**config.mk**
```make
export PLATFORM = sky130hd
export DESIGN_NAME = register_file_param
export DESIGN_NICKNAME = d
export VERILOG_FILES = /design/src/rtl/register_file_param.sv
export SDC_FILE = /design/constraint.sdc
export NUM_CORES = 1
export LEC_CHECK = 0
export ABC_AREA = 1
export CORE_MARGIN = 4
export CORE_UTILIZATION = 45
export DETAILED_ROUTE_END_ITERATION = 10
export PLACE_DENSITY_LB_ADDON = 0.1
export RECOVER_POWER = 50
export REMOVE_ABC_BUFFERS = 1
export SYNTH_ARGS = -nofsm -noshare
export SYNTH_HDL_FRONTEND = slang
export SYNTH_SLANG_ARGS = --single-unit
```
**constraint.sdc**
```tcl
create_clock -name CLK -period 1.6 [get_ports CLK]
set_input_delay 0.24 -clock CLK [delete_from_list [all_inputs] [get_ports CLK]]
set_output_delay 0.24 -clock CLK [all_outputs]
set_load 0.1 [all_outputs]
```
**src/rtl/register_file_param.sv**
```systemverilog
// Parameterized register file: two combinational read ports, one write port, immediate
// substitution on rd_data, per-register written-since-reset flags and a saturating write counter.
// Optional macro REGFILE_BYPASS_EN forwards the in-flight write to matching reads in the same cycle.

module register_file_param_cell #(
  parameter int DATA_W = 8
) (
  input  logic              clk_i,
  input  logic              rst_ni,
  input  logic              we_i,
  input  logic [DATA_W-1:0] d_i,
  output logic [DATA_W-1:0] q_o,
  output logic              vld_o
);
  logic [DATA_W-1:0] data_q;
  logic              vld_q;

  always_ff @(posedge clk_i or negedge rst_ni) begin
    if (!rst_ni) begin
      data_q <= '0;
      vld_q  <= 1'b0;
    end else if (we_i) begin
      data_q <= d_i;
      vld_q  <= 1'b1;
    end
  end

  assign q_o   = data_q;
  assign vld_o = vld_q;
endmodule

module register_file_param #(
  parameter int DATA_W     = 8,
  parameter int NUM_REGS   = 4,
  parameter int ADDR_W     = 2,
  parameter int IMM_W      = 3,
  parameter bit IMM_SIGNED = 1'b0
) (
  input  logic              CLK,
  input  logic              RST_N,
  input  logic [ADDR_W-1:0] rd,
  input  logic [ADDR_W-1:0] rs,
  input  logic              regSelect,
  input  logic              immSelect,
  input  logic [IMM_W-1:0]  imm,
  input  logic [DATA_W-1:0] write_data,
  output logic [DATA_W-1:0] rd_data,
  output logic [DATA_W-1:0] rs_data,
  output logic [DATA_W-1:0] storeData,
  output logic              rd_valid,
  output logic              rs_valid,
  output logic [15:0]       wr_count
);
  localparam logic [ADDR_W:0] NREGS = (ADDR_W+1)'(NUM_REGS);

  logic [NUM_REGS-1:0][DATA_W-1:0] reg_q;
  logic [NUM_REGS-1:0]             vld_q;
  logic [15:0]                     wr_count_q, wr_count_d;
  logic                            wr_ok;
  logic [DATA_W-1:0]               imm_ext;
  logic [DATA_W-1:0]               rd_reg, rs_reg;
  logic                            rd_v, rs_v;

  // Out-of-range selects never write, so they also never count.
  assign wr_ok = regSelect && ({1'b0, rd} < NREGS);

  for (genvar g = 0; g < NUM_REGS; g++) begin : g_reg
    register_file_param_cell #(.DATA_W(DATA_W)) u_cell (
      .clk_i  (CLK),
      .rst_ni (RST_N),
      .we_i   (wr_ok && (rd == ADDR_W'(g))),
      .d_i    (write_data),
      .q_o    (reg_q[g]),
      .vld_o  (vld_q[g])
    );
  end

  always_comb begin
    wr_count_d = wr_count_q;
    if (wr_ok && (wr_count_q != 16'hFFFF)) wr_count_d = wr_count_q + 16'd1;
  end

  always_ff @(posedge CLK or negedge RST_N) begin
    if (!RST_N) wr_count_q <= '0;
    else        wr_count_q <= wr_count_d;
  end

  if (IMM_W == DATA_W) begin : g_imm_full
    assign imm_ext = imm;
  end else if (IMM_SIGNED) begin : g_imm_sext
    assign imm_ext = {{(DATA_W-IMM_W){imm[IMM_W-1]}}, imm};
  end else begin : g_imm_zext
    assign imm_ext = {{(DATA_W-IMM_W){1'b0}}, imm};
  end

  always_comb begin
    rd_reg = '0;
    rd_v   = 1'b0;
    rs_reg = '0;
    rs_v   = 1'b0;
    for (int i = 0; i < NUM_REGS; i++) begin
      if (rd == ADDR_W'(i)) begin
        rd_reg = reg_q[i];
        rd_v   = vld_q[i];
      end
      if (rs == ADDR_W'(i)) begin
        rs_reg = reg_q[i];
        rs_v   = vld_q[i];
      end
    end
`ifdef REGFILE_BYPASS_EN
    // A write held during reset is discarded, so it must not be forwarded either.
    if (wr_ok && RST_N) begin
      rd_reg = write_data;
      rd_v   = 1'b1;
      if (rs == rd) begin
        rs_reg = write_data;
        rs_v   = 1'b1;
      end
    end
`endif
  end

  assign rd_data   = immSelect ? imm_ext : rd_reg;
  assign storeData = rd_reg;
  assign rs_data   = rs_reg;
  assign rd_valid  = rd_v;
  assign rs_valid  = rs_v;
  assign wr_count  = wr_count_q;
endmodule
```
==> run summary <==
register area share after synthesis = 45.2%
wire length per cell = 14.7 µm
critical path class = in -> out
launch point of the worst reg-to-reg path = wr_count[0]
Max stage delay cell, worst path = o21a_1
antenna violations before repair = 0
outcome = finished, violations left
Tot GR Track Use = 23.3%
Die X = 88.0 µm
RSZ-0062 raised after global routing = yes
CP startpoint kind = input port
FF+latch count, synth = 52
R2R setup slack = 0.10 ns
FMAX = 603 MHz
failing checks = negative setup slack
post-synth top area cell = dfrtp_1
max cap viols = 0
slew margin rel. = 55.7%
final setup violation count = 6
Core Area = 6060 µm²
pre-CTS WS = -0.457 ns
drt via density = 5.19
Ports = 61
final cycle utilization of the critical path = 104%
Critical Path Fanout Max = 7
CTS tree = built
PwrDens = 1170 nW/µm²
Skew-Pair Late Insertion Delay = 0.30 ns
first-pass GRT wire length = 14,000 µm
crit end category = output port
CTS root buffer = clkbuf_8
routed wire length = 8440 µm
prevailing post-synth register cell = dfrtp_1
share of the synthesized area in the top cell type = 45.2%
synth top area cells = dfrtp_1, nand2_1, o21ai_0
most common cell after layout, fill and taps aside = nand2_1
die area = 7740 µm²
Worst-Margin Slew = 0.665 ns
Max stage delay on crit path = 0.20 ns
Worst EP arrival = 1.42 ns
Reg2Reg Depth = 9
Detailed Route Iter0 Violations = 175
largest net degree at the start of global routing = 41
Critical Path RT = 1.36 ns
via count = 2,981
Pins Over Slew Limit = 0
fillers = 473
setup TNS = -0.115 ns
Antenna Violating Nets Remaining = 0
Mapped Cells = 386
PortBufs = 60
FF-to-FF End = wr_count[7]
H-tree depth = 2
commonest non-fill, non-tap cells in the layout = nand2_1, dfrtp_1, buf_4, buf_12, o21ai_0
average cell area after synthesis = 7.46 µm²
crit-path most repeated cell = nand2_1
CP cell instances = buf_2 -> buf_4 -> nor2_4 -> nand2_1 -> nand3_1 -> o21a_1 -> nand2_1 -> nand2_2 -> buf_12
# DRC = 0
Setup Skew = 0.00687 ns
Core Util, Final = 74.9%
Placement Rows = 28
Starting Density = 47.5%
Pre-Repair DR Iteration Count = 5
Leakage = 0.00214 µW
grt ovf = 0
layout cell share with drive strength beyond 1 = 30.3%
Post-synth EDFFs = 0
synthesized cell area = 2880 µm²
worst vdd ir = 1390 µV
Max Buffers Root-to-Sink = 2
clock transition at the registers of the reported paths = 0.09 ns
synthesis-to-layout area growth = 57.8%
DP HPWL = 6200 µm
synthesis warning total = 0
Ant. Diodes = 0
Placer Congestion = 0.937
fraction of registers with async set or reset after synthesis = 100%
Final Instance Count excl. Fillers = 574
Final WS setup = -0.0574 ns
final hold slack = 0.470 ns
Final Critical Period = 1.66 ns
clock sinks = 52
Hold Path Class = in -> async
chip height = 88.0 µm
Hold Violations, Final = 0
synth unique cells = 32
Inst Count DP = 551
number of global-route vias before repair = 3,011
Inserted Clock Buffers = 5
Final nets = 519
==> what timing repair did <==
action | 4_1_cts | 5_1_grt
pin swaps | 10 | 12
gates resized for setup | 51 | 10
hold endpoints to repair | 12 | 0
endpoints found under the setup margin | 28 | 26
hold buffers | 1 | 0
setup buffers | 10 | 5
==> cell families after synthesis <==
family / synth area share [%]
AND/OR/NAND/NOR: 30.2
AO/OA/AOI/OAI: 14.8
flip-flops: 45.2
buffers and inverters: 7.52
XOR/XNOR: 1.83
adder cells (fa/ha/maj): 0.435
==> state kept, by name, indices dropped and copies added (netlist names) <==
name            flops
g.u_cell.q_o       32
g.u_cell.vld_o      4
wr_count           16
==> cells in the mapped netlist (2+ instances only) <==
| cell | number |
|---|---|
| nand2_1 | 155 |
| dfrtp_1 | 52 |
| o21ai_0 | 46 |
| inv_1 | 34 |
| nor2_1 | 19 |
| nand3_1 | 10 |
| nand4_1 | 8 |
| a21oi_1 | 7 |
| nand2_2 | 5 |
| o2111ai_1 | 5 |
| inv_2 | 4 |
| o21ai_2 | 4 |
| xnor2_1 | 4 |
| buf_2 | 3 |
| nor2_2 | 3 |
| nor2_4 | 3 |
| o221ai_1 | 3 |
| buf_4 | 2 |
| buf_6 | 2 |
| clkbuf_1 | 2 |
| o21a_1 | 2 |
| o21ai_1 | 2 |
| xor2_1 | 2 |
==> worst max-delay path: cells and delay by family <==
kind	cells	cell delay (ns)
simple gates	5	0.48
buf+inv	3	0.49
compound gates	1	0.20
==> report_power, final <==
group,switching (µW),leakage (µW),internal (µW)
clock,414,0.0000410,299
combinational,1830,0.00145,1070
sequential,175,0.000650,1510
==> worst max path at each step <==
stage / endpoint / startpoint / cells after the start
finish: rd_data[1] / rd[0] / 9
global route: rd_data[1] / g_reg[1].u_cell.q_o[1] / 6
CTS: rd_data[1] / g_reg[2].u_cell.q_o[1] / 6
detailed placement: rd_data[1] / rd[0] / 9
global placement: rd_data[3] / rd[0] / 7
floorplan: rd_data[2] / rd[1] / 5
==> routing by layer <==
layer | share of wire [%] | GRT usage (%) | wire (µm)
met5 | 0 | 0 | 0
met4 | 1.7 | 7.81 | 143
met3 | 5.7 | 4.33 | 483
met2 | 51 | 42.5 | 4330
met1 | 41 | 27.3 | 3490
==> per-stage QoR <==
stage | area [µm²] | total power, µW
6_report | 4540 | 5300
3_5_place_dp | 4250 | 4480
4_1_cts | 4530 | 5310
2_1_floorplan | 2810 | 3310
3_3_place_gp | 4250 | 4430
5_1_grt | 4540 | 5530
==> final cells by class <==
class,count,area (µm²),area share [%]
repair buffers,116,1480,32.6
multi-input cells,286,1440,31.8
flip-flops and latches,52,1300,28.7
inverters,38,145,3.20
well taps,75,93.8,2.07
clock buffers,6,72.6,1.60
clock inverters,1,5.00,0.110
No activity file was read; power rests on OpenSTA's default activity.
